`config.mk`:
```
export PLATFORM = sky130hd
export DESIGN_NAME = ram_1p_arbiter
export DESIGN_NICKNAME = d
export VERILOG_FILES = /design/src/rtl/ram_arb_pkg.sv /design/src/rtl/ram_arb_sel.sv /design/src/rtl/ram_1p_arbiter.sv
export SDC_FILE = /design/constraint.sdc
export NUM_CORES = 1
export LEC_CHECK = 0
export ABC_AREA = 0
export BUFFER_PORTS_ARGS = -buffer_cell sky130_fd_sc_hd__buf_2
export CAP_MARGIN = 10
export CORE_AREA = 10 10 99 101
export CTS_CLUSTER_SIZE = 40
export DETAILED_ROUTE_END_ITERATION = 6
export DIE_AREA = 0 0 109 111
export PLACE_DENSITY = 0.75
export SLEW_MARGIN = 20
export SYNTH_ARGS = -nofsm -noshare
export SYNTH_HDL_FRONTEND = slang
export SYNTH_HIERARCHICAL = 1
export SYNTH_SLANG_ARGS = --single-unit
```
`constraint.sdc`:
```
create_clock -name clk_i -period 3.1 [get_ports clk_i]
set_input_delay 0.31 -clock clk_i [delete_from_list [all_inputs] [get_ports clk_i]]
set_output_delay 0.31 -clock clk_i [all_outputs]
set_load 0.005 [all_outputs]
```
`src/rtl/ram_arb_pkg.sv`:
```
// Shared types and helpers for the single-port RAM arbiter.
// The optional RAM_ARB_ROUND_ROBIN_EN macro is consumed by ram_arb_sel.
package ram_arb_pkg;

    typedef enum logic [1:0] {
        OWNER_NONE  = 2'd0,
        OWNER_INSTR = 2'd1,
        OWNER_DATA  = 2'd2
    } owner_e;

    localparam int unsigned DefaultDepth = 128;
    localparam int unsigned RamAw        = $clog2(DefaultDepth);

    // True when addr lies in [base_addr, base_addr + 4*depth).
    function automatic logic addr_in_range(input logic [31:0] addr,
                                           input logic [31:0] base_addr,
                                           input int unsigned depth);
        return (addr >= base_addr) && ((addr - base_addr) < (32'(depth) << 2));
    endfunction

endpackage

```
`src/rtl/ram_arb_sel.sv`:
```
// Per-cycle grant selection between the instruction and data ports.
// Fixed data priority with MaxWait anti-starvation, or alternation when RAM_ARB_ROUND_ROBIN_EN is defined.
module ram_arb_sel
    import ram_arb_pkg::*;
#(
    parameter int unsigned MaxWait = 4
) (
    input  logic clk_i,
    input  logic rst_i,
    input  logic i_instr_req,
    input  logic i_data_req,
    output logic o_instr_gnt,
    output logic o_data_gnt
);

    logic w_instr_wins;

`ifdef RAM_ARB_ROUND_ROBIN_EN
    owner_e r_last;

    assign w_instr_wins = (r_last == OWNER_DATA);

    // NOTE: registered state uses non-blocking assignments so every flop samples pre-edge values.
    always_ff @(posedge clk_i) begin
        if (rst_i) begin
            r_last <= OWNER_INSTR;
        end else if (o_instr_gnt) begin
            r_last <= OWNER_INSTR;
        end else if (o_data_gnt) begin
            r_last <= OWNER_DATA;
        end
    end
`else
    localparam int unsigned      WaitW   = $clog2(MaxWait + 1);
    localparam logic [WaitW-1:0] WaitMax = WaitW'(MaxWait);

    logic [WaitW-1:0] r_wait_cnt;

    assign w_instr_wins = (r_wait_cnt == WaitMax);

    // NOTE: registered state uses non-blocking assignments so every flop samples pre-edge values.
    always_ff @(posedge clk_i) begin
        if (rst_i) begin
            r_wait_cnt <= '0;
        end else if (i_instr_req && !o_instr_gnt) begin
            r_wait_cnt <= (r_wait_cnt == WaitMax) ? r_wait_cnt : r_wait_cnt + 1'b1;
        end else begin
            r_wait_cnt <= '0;
        end
    end
`endif

    // NOTE: both grants get a default first so no path through the block can infer a latch.
    always_comb begin
        o_instr_gnt = 1'b0;
        o_data_gnt  = 1'b0;
        if (!rst_i) begin
            if (i_instr_req && i_data_req) begin
                o_instr_gnt = w_instr_wins;
                o_data_gnt  = !w_instr_wins;
            end else begin
                o_instr_gnt = i_instr_req;
                o_data_gnt  = i_data_req;
            end
        end
    end

endmodule

```
`src/rtl/ram_1p_arbiter.sv`:
```
// Shares one single-port SRAM between the instruction (read-only) and data ports.
// Build with RAM_ARB_ROUND_ROBIN_EN for alternating grants instead of fixed data priority.
module ram_1p_arbiter
    import ram_arb_pkg::*;
#(
    parameter int unsigned Depth    = 128,
    parameter logic [31:0] BaseAddr = 32'h0010_0000,
    parameter int unsigned MaxWait  = 4
) (
    input  logic        clk_i,
    input  logic        rst_i,
    input  logic        instr_req_i,
    input  logic [31:0] instr_addr_i,
    output logic        instr_gnt_o,
    output logic        instr_rvalid_o,
    output logic [31:0] instr_rdata_o,
    output logic        instr_err_o,
    input  logic        data_req_i,
    input  logic        data_we_i,
    input  logic [3:0]  data_be_i,
    input  logic [31:0] data_addr_i,
    input  logic [31:0] data_wdata_i,
    output logic        data_gnt_o,
    output logic        data_rvalid_o,
    output logic [31:0] data_rdata_o,
    output logic        data_err_o,
    output logic        ram_req_o,
    output logic        ram_we_o,
    output logic [3:0]  ram_be_o,
    output logic [31:0] ram_addr_o,
    output logic [31:0] ram_wdata_o,
    input  logic        ram_rvalid_i,
    input  logic [31:0] ram_rdata_i
);

    logic   w_instr_gnt;
    logic   w_data_gnt;
    logic   w_instr_in_range;
    logic   w_data_in_range;
    logic   w_instr_hit;
    logic   w_data_hit;
    logic   w_rsp_live;
    owner_e r_rsp_owner;
    logic   r_rsp_err;

    ram_arb_sel #(
        .MaxWait (MaxWait)
    ) u_sel (
        .clk_i       (clk_i),
        .rst_i       (rst_i),
        .i_instr_req (instr_req_i),
        .i_data_req  (data_req_i),
        .o_instr_gnt (w_instr_gnt),
        .o_data_gnt  (w_data_gnt)
    );

    assign w_instr_in_range = addr_in_range(instr_addr_i, BaseAddr, Depth);
    assign w_data_in_range  = addr_in_range(data_addr_i, BaseAddr, Depth);
    assign w_instr_hit      = w_instr_gnt & w_instr_in_range;
    assign w_data_hit       = w_data_gnt & w_data_in_range;

    assign instr_gnt_o = w_instr_gnt;
    assign data_gnt_o  = w_data_gnt;

    // Out-of-range grants never reach the RAM, so dropped writes cost nothing.
    assign ram_req_o = w_instr_hit | w_data_hit;
    assign ram_we_o  = w_data_hit & data_we_i;

    always_comb begin
        ram_be_o    = 4'h0;
        ram_addr_o  = '0;
        ram_wdata_o = '0;
        if (w_instr_hit) begin
            ram_be_o   = 4'hF;
            ram_addr_o = instr_addr_i - BaseAddr;
        end else if (w_data_hit) begin
            ram_be_o    = data_be_i;
            ram_addr_o  = data_addr_i - BaseAddr;
            ram_wdata_o = data_wdata_i;
        end
    end

    always_ff @(posedge clk_i) begin
        if (rst_i) begin
            r_rsp_owner <= OWNER_NONE;
            r_rsp_err   <= 1'b0;
        end else if (w_instr_gnt) begin
            r_rsp_owner <= OWNER_INSTR;
            r_rsp_err   <= !w_instr_in_range;
        end else if (w_data_gnt) begin
            r_rsp_owner <= OWNER_DATA;
            r_rsp_err   <= !w_data_in_range;
        end else begin
            r_rsp_owner <= OWNER_NONE;
            r_rsp_err   <= 1'b0;
        end
    end

    // Gating with rst_i drops a response still in flight when reset lands mid-transaction.
    assign w_rsp_live = !rst_i & (ram_rvalid_i | r_rsp_err);

    assign instr_rvalid_o = w_rsp_live & (r_rsp_owner == OWNER_INSTR);
    assign instr_err_o    = instr_rvalid_o & r_rsp_err;
    assign instr_rdata_o  = (instr_rvalid_o && !r_rsp_err) ? ram_rdata_i : '0;

    assign data_rvalid_o  = w_rsp_live & (r_rsp_owner == OWNER_DATA);
    assign data_err_o     = data_rvalid_o & r_rsp_err;
    assign data_rdata_o   = (data_rvalid_o && !r_rsp_err) ? ram_rdata_i : '0;

endmodule

```
# Yosys cells after proc, flatten, opt, wreduce, memory -nomap -nowiden
# Index checks and enable logic that the tools add are counted.
totals:
  out_inout_bits: 140
  reg_bits: 6
  in_bits: 138
  elab_cells: 55
classes:
  n_reduce_logical: 14
  n_bitwise: 11
  n_mux: 16
  addsub: 3
  order_cmp: 4
  eq_ne: 3
op_table:
  columns: ["op", "count"]
  rows:
  - ["two-way mux 32 bit", 6]
  - [">= comparator 32 x 21 -> 1 bit (second input constant)", 2]
  - ["< comparator 32 x 10 -> 1 bit (second input constant)", 2]
  - ["subtractor 32 x 21 -> 32 bit (second input constant)", 2]
  - ["bitwise AND 1 bit", 8]
  - ["two-way mux 4 bit", 2]
  - ["two-way mux 1 bit", 7]
  - ["logical AND 1 bit", 6]
  - ["logical NOT 1 bit", 6]
  - ["OR reduction 2 bit", 2]
  - ["adder 3 x 1 -> 3 bit (second input constant)", 1]
  - ["== test 3 bit (second input constant)", 1]
  - ["== test 2 x 1 -> 1 bit (second input constant)", 1]
  - ["== test 2 bit (second input constant)", 1]
  - ["two-way mux 2 bit", 1]
  - ["OR 1 bit", 2]
  - ["NOT 1 bit", 1]

# Depth between registers and ports, before layout
logic_depth:
  word_depth: 7
  ltp_mapped: 11
  depth_no_buf: 9

# Hierarchy
# The synthesis kept the hierarchy.
by_module_without_submodules:
  columns: ["mod", "n_inst", "area_per_inst_um2", "cells_per_inst", "seq_area_each_um2"]
  rows:
  - ["ram_1p_arbiter", 1, 2209.6, 302, 60.1]
  - ["ram_arb_sel", 1, 176.4, 20, 60.1]

# Least setup slack after synthesis
# Ideal clock, no wire load.
synth_path:
  path_kind: "register -> output"
  from: "register u_sel.r_wait_cnt[0]"
  to: "output ram_addr_o[0]"
  path_slack_ps: 732
  n_path_buf: 2
  required_ps: 2790
  stages_incl_launch_ff: 12
  arrival_time_ps: 2058
  cell_sequence: "dfxtp_1 inv_1 ha_1 nand2_1 a21oi_1 and3b_1 nand4_1 a2111oi_4 and3_1 buf_6 buf_8 o31ai_1"
synth_via:
  elab_cells_between_ends: 10
  classes_between: "eq/ne: 1; mux: 6; bitwise: 2; reduce/logical: 1"
synth_rtl:
  columns: ["element", "line_no", "rtl"]
  rows:
  - ["start, declared", "ram_arb_sel.sv:37", "logic [WaitW-1:0] r_wait_cnt;"]
  - ["start signal, assigned", "ram_arb_sel.sv:46", "r_wait_cnt <= (r_wait_cnt == WaitMax) ? r_wait_cnt : r_wait_cnt + 1'b1;"]
  - ["== test 3 bit", "ram_arb_sel.sv:39", "assign w_instr_wins = (r_wait_cnt == WaitMax);"]
  - ["two-way mux 1 bit", "ram_arb_sel.sv:58", "if (i_instr_req && i_data_req) begin"]
  - ["two-way mux 1 bit", "ram_arb_sel.sv:57", "if (!rst_i) begin"]
  - ["via instr_gnt_o", "ram_1p_arbiter.sv:14", "output logic instr_gnt_o,"]
  - ["bitwise AND 1 bit", "ram_1p_arbiter.sv:59", "assign w_instr_hit = w_instr_gnt & w_instr_in_range;"]
  - ["two-way mux 32 bit", "ram_1p_arbiter.sv:73", "if (w_instr_hit) begin"]
  - ["end, declared", "ram_1p_arbiter.sv:30", "output logic [31:0] ram_addr_o,"]
# The timed path passes the listed nets, and every way through them passes these cells.

# Final worst setup path
layout_path:
  from: "input data_addr_i[10]"
  to: "output ram_wdata_o[26]"
layout_via:
  elab_chain_len: 6
  elab_cells_between_ends: 7
  classes_between: "add/sub: 1; order compare: 2; mux: 2; bitwise: 1; reduce/logical: 1"
layout_rtl:
  columns: ["element", "line_no", "rtl"]
  rows:
  - ["start, declared", "ram_1p_arbiter.sv:21", "input logic [31:0] data_addr_i,"]
  - ["subtractor 32 x 21 -> 32 bit", "ram_arb_pkg.sv:18", "return (addr >= base_addr) && ((addr - base_addr) < (32'(depth) << 2));"]
  - ["< comparator 32 x 10 -> 1 bit", "ram_arb_pkg.sv:18", null]
  - ["logical AND 1 bit *", "ram_arb_pkg.sv:18", null]
  - ["bitwise AND 1 bit *", "ram_1p_arbiter.sv:60", "assign w_data_hit = w_data_gnt & w_data_in_range;"]
  - ["two-way mux 32 bit *", "ram_1p_arbiter.sv:76", "end else if (w_data_hit) begin"]
  - ["two-way mux 32 bit *", "ram_1p_arbiter.sv:73", null]
  - ["end, declared", "ram_1p_arbiter.sv:31", "output logic [31:0] ram_wdata_o,"]
# Every way passes the cells marked *; elsewhere a longest branch is shown, timed or not.

==> impl_metrics.xml <==
<?xml version="1.0" encoding="UTF-8"?>
<metrics>
  <group name="outcome">
    <metric name="status" unit="">complete, no violations</metric>
  </group>
  <group name="floorplan">
    <metric name="effective_utilization_at_floorplan" unit="%">29.9</metric>
    <metric name="core_area" unit="um^2">7970</metric>
    <metric name="dieHeight" unit="um">111</metric>
    <metric name="die_width" unit="um">109</metric>
    <metric name="num_rows" unit="">33</metric>
    <metric name="floorplan.io_pins" unit="">278</metric>
    <metric name="floorplan.die_area" unit="um^2">12100</metric>
  </group>
  <group name="clocking">
    <metric name="cts_tree" unit="">done</metric>
    <metric name="cts_root_buf" unit="">sky130_fd_sc_hd__clkbuf_8</metric>
    <metric name="cts.hold.buffers_added" unit="">0</metric>
    <metric name="clk_pin_slew" unit="ps">30</metric>
    <metric name="cts_buffers" unit="">3</metric>
    <metric name="h-tree-depth" unit="">1</metric>
    <metric name="clk_latency" unit="ps">230</metric>
    <metric name="post_cts_resize_count" unit="">0</metric>
    <metric name="cts_buffer_depth" unit="">2</metric>
    <metric name="cts_num_sinks" unit="">6</metric>
    <metric name="post-cts-setup-buffer-count" unit="">0</metric>
  </group>
  <group name="synth">
    <metric name="synth_edf_count" unit="">0</metric>
    <metric name="fraction_of_registers_with_async_set_or_reset_after_synthesis" unit="%">0</metric>
    <metric name="syn_avg_cell_area" unit="um^2">7.41</metric>
    <metric name="ys_seq_area_share" unit="%">5.03</metric>
    <metric name="synth.lib_cells_used.distinct" unit="">50</metric>
    <metric name="synth-xor-area-share" unit="%">0</metric>
    <metric name="synth_register_bits" unit="">6</metric>
    <metric name="post_synth_mux_area_share" unit="%">0.420</metric>
    <metric name="yosys_most_used_dff" unit="">sky130_fd_sc_hd__dfxtp_1</metric>
    <metric name="syn-instance-count" unit="">322</metric>
    <metric name="syn-cell-area" unit="um^2">2390</metric>
    <metric name="synth_most_common_cell" unit="">sky130_fd_sc_hd__and2_1</metric>
    <metric name="post_synth_and_or_nand_nor_area_fraction" unit="%">58.8</metric>
    <metric name="netlist.area_leader.share" unit="%">18.2</metric>
    <metric name="post_synthesis_share_of_cell_area_spent_on_full_adders_half_adders_and_majority_gates" unit="%">4.20</metric>
    <metric name="ys_warn_count" unit="">6</metric>
    <metric name="synth_common_cells" unit="">sky130_fd_sc_hd__and2_1 (66), sky130_fd_sc_hd__nor4b_2 (29), sky130_fd_sc_hd__nand2_1 (24), sky130_fd_sc_hd__o31ai_1 (24), sky130_fd_sc_hd__nand4_1 (23)</metric>
    <metric name="compound_gate_portion_of_the_synthesized_area" unit="%">18.3</metric>
    <metric name="synth_top_family_by_area" unit="">simple AND/OR/NAND/NOR gates</metric>
    <metric name="netlist_top_cells_area" unit="">sky130_fd_sc_hd__nor4b_2 (18%), sky130_fd_sc_hd__and2_1 (17%), sky130_fd_sc_hd__o31ai_1 (7.6%)</metric>
    <metric name="post-synth-top-area-cell" unit="">sky130_fd_sc_hd__nor4b_2</metric>
  </group>
  <group name="layout">
    <metric name="layout-drive-gt1-share" unit="%">55.8</metric>
    <metric name="num-nets-final" unit="">721</metric>
    <metric name="stdcell_count" unit="">678</metric>
    <metric name="final_area" unit="um^2">3830</metric>
    <metric name="layout-area-overhead-vs-synth" unit="%">60.4</metric>
    <metric name="final_core_util" unit="%">48.0</metric>
    <metric name="antenna_cells" unit="">0</metric>
  </group>
  <group name="place">
    <metric name="placement.cell_area" unit="um^2">3750</metric>
    <metric name="numPortBuffers" unit="">267</metric>
    <metric name="dp_hpwl" unit="um">10900</metric>
    <metric name="dpl.cell_count" unit="">674</metric>
    <metric name="gpl.final_weighted_congestion" unit="">0.865</metric>
  </group>
  <group name="pwr">
    <metric name="powerDensity" unit="nW/um^2">112</metric>
    <metric name="ir_worst_vdd" unit="mV">0.0890</metric>
    <metric name="leak" unit="nW">2.04</metric>
  </group>
  <group name="worst_setup_path">
    <metric name="end_kind" unit="">output port</metric>
    <metric name="crit-reg2reg-launch" unit="">u_sel/r_wait_cnt[0]$_SDFFE_PP0P_</metric>
    <metric name="crit_required" unit="ps">2790</metric>
    <metric name="criticalPathCategory" unit="">in -&gt; out</metric>
    <metric name="setup.worst_path.start_class" unit="">input port</metric>
    <metric name="crit_path_start" unit="">data_addr_i[10]</metric>
    <metric name="r2r_slack" unit="ps">1110</metric>
    <metric name="critPathMaxFanout" unit="">28</metric>
    <metric name="worst_ep_arrival_time" unit="ps">2570</metric>
  </group>
  <group name="timing">
    <metric name="rsz0062_at_grt" unit="">no</metric>
    <metric name="worst_slew_pin_slew" unit="ps">517</metric>
    <metric name="max_slew_margin" unit="%">65.2</metric>
    <metric name="timing.setup.tns" unit="ps">0</metric>
    <metric name="final_hold_vio_count" unit="">0</metric>
    <metric name="fin_worst_hold_slack" unit="ps">324</metric>
    <metric name="period_minus_slack" unit="ps">2880</metric>
    <metric name="report.final.slew_viol_count" unit="">0</metric>
    <metric name="fmax" unit="GHz">0.347</metric>
    <metric name="finalClockSkew" unit="ps">4.07</metric>
    <metric name="timing.final.setup_violations" unit="">0</metric>
    <metric name="timing.final.crit_share" unit="%">92.9</metric>
  </group>
  <group name="routing">
    <metric name="drt-vias-per-instance" unit="">5.07</metric>
    <metric name="drtAntennaViolNets" unit="">0</metric>
    <metric name="drt_pass1_iterations" unit="">4</metric>
    <metric name="average_detailed_routed_wire_length_per_instance" unit="um">18.6</metric>
    <metric name="vias" unit="">3436</metric>
    <metric name="drt_initial_violations" unit="">161</metric>
    <metric name="remaining_drc_errors" unit="">0</metric>
    <metric name="postRouteWirelength" unit="um">12600</metric>
  </group>
  <group name="worst_hold_path">
    <metric name="holdCritPathClass" unit="">in -&gt; reg</metric>
    <metric name="worstHoldStart" unit="">rst_i</metric>
  </group>
  <group name="global_route">
    <metric name="initial_antenna_violation_count" unit="">0</metric>
    <metric name="overflow" unit="">0</metric>
    <metric name="grt_use_total" unit="%">18.4</metric>
    <metric name="grt_pass1_vias" unit="">3491</metric>
    <metric name="grt_max_degree" unit="">50</metric>
    <metric name="grt_first_pass_wirelength" unit="um">18300</metric>
  </group>
  <group name="run">
    <metric name="maxCapViolCount" unit="">0</metric>
  </group>
</metrics>
-- state kept, by name, summed over array words and instances (netlist names) --
| name | cells |
|---|---|
| r_rsp_err | 1 |
| r_rsp_owner | 2 |
| u_sel/r_wait_cnt | 3 |
-- worst max-delay path: stages --
cell,delay [ps]
sky130_fd_sc_hd__buf_2,100
sky130_fd_sc_hd__nor4_1,490
sky130_fd_sc_hd__nand2_1,110
sky130_fd_sc_hd__o41ai_1,370
sky130_fd_sc_hd__nand4_1,340
sky130_fd_sc_hd__buf_4,360
sky130_fd_sc_hd__nor4b_2,310
sky130_fd_sc_hd__buf_2,180
-- final cells by class --
| cell class | count | area, um^2 |
|---|---|---|
| flip-flops and latches | 6 | 120 |
| clock buffers | 3 | 41.3 |
| multi-input cells | 266 | 2000 |
| inverters | 19 | 71.3 |
| fillers | 816 | 4140 |
| well taps | 105 | 131 |
| repair buffers | 279 | 1460 |
-- cell families after synthesis --
family          after synthesis
compound gates               56
fa+ha+maj                     8
buf+inv                      59
flops                         6
mux                           1
other cells                   1
simple gates                191
-- through the flow --
step / power, W / setup WS (ps)
2_1_floorplan: 0.000181 / 732
3_3_place_gp: 0.000301 / 351
3_5_place_dp: 0.000307 / 275
4_1_cts: 0.000429 / 171
5_1_grt: 0.000453 / 4.31
6_report: 0.000427 / 219
-- report_power, final --
group / switching (W) / internal (W) / total [W] / leakage (nW)
Clock: 0.0000358 / 0.0000836 / 0.000119 / 0.0216
Combinational: 0.000118 / 0.000108 / 0.000226 / 1.97
Sequential: 0.00000201 / 0.0000800 / 0.0000820 / 0.0489
Total: 0.000156 / 0.000271 / 0.000427 / 2.04
-- routing by layer --
metal	global-route usage, %	up-vias	part of all wire, %
li1	-	1667	-
met1	16.7	1568	33
met2	35.5	185	52
met3	8.20	16	13
met4	4.49	0	1.6
met5	0	-	0
-- cell usage in the layout, fill, tap and decap left out, types with 8 or more instances in the layout --
cell	n
sky130_fd_sc_hd__buf_2	267
sky130_fd_sc_hd__buf_4	10
sky130_fd_sc_hd__nor4b_2	29
sky130_fd_sc_hd__inv_1	18
sky130_fd_sc_hd__conb_1	10
sky130_fd_sc_hd__o31ai_1	24
sky130_fd_sc_hd__and2_1	66
sky130_fd_sc_hd__ha_1	8
sky130_fd_sc_hd__nor2_1	8
sky130_fd_sc_hd__nand2_1	24
sky130_fd_sc_hd__nand4_1	23
-- final timing paths --
check | end | cells after the start
hold reg to reg | u_sel/r_wait_cnt[0]$_SDFFE_PP0P_ | 1
hold / removal | r_rsp_owner[0]$_SDFF_PP0_ | 2
setup reg to reg | r_rsp_err$_SDFF_PP0_ | 9
setup / recovery | ram_wdata_o[26] | 8
Note: power is estimated with default switching activity, not from simulation.
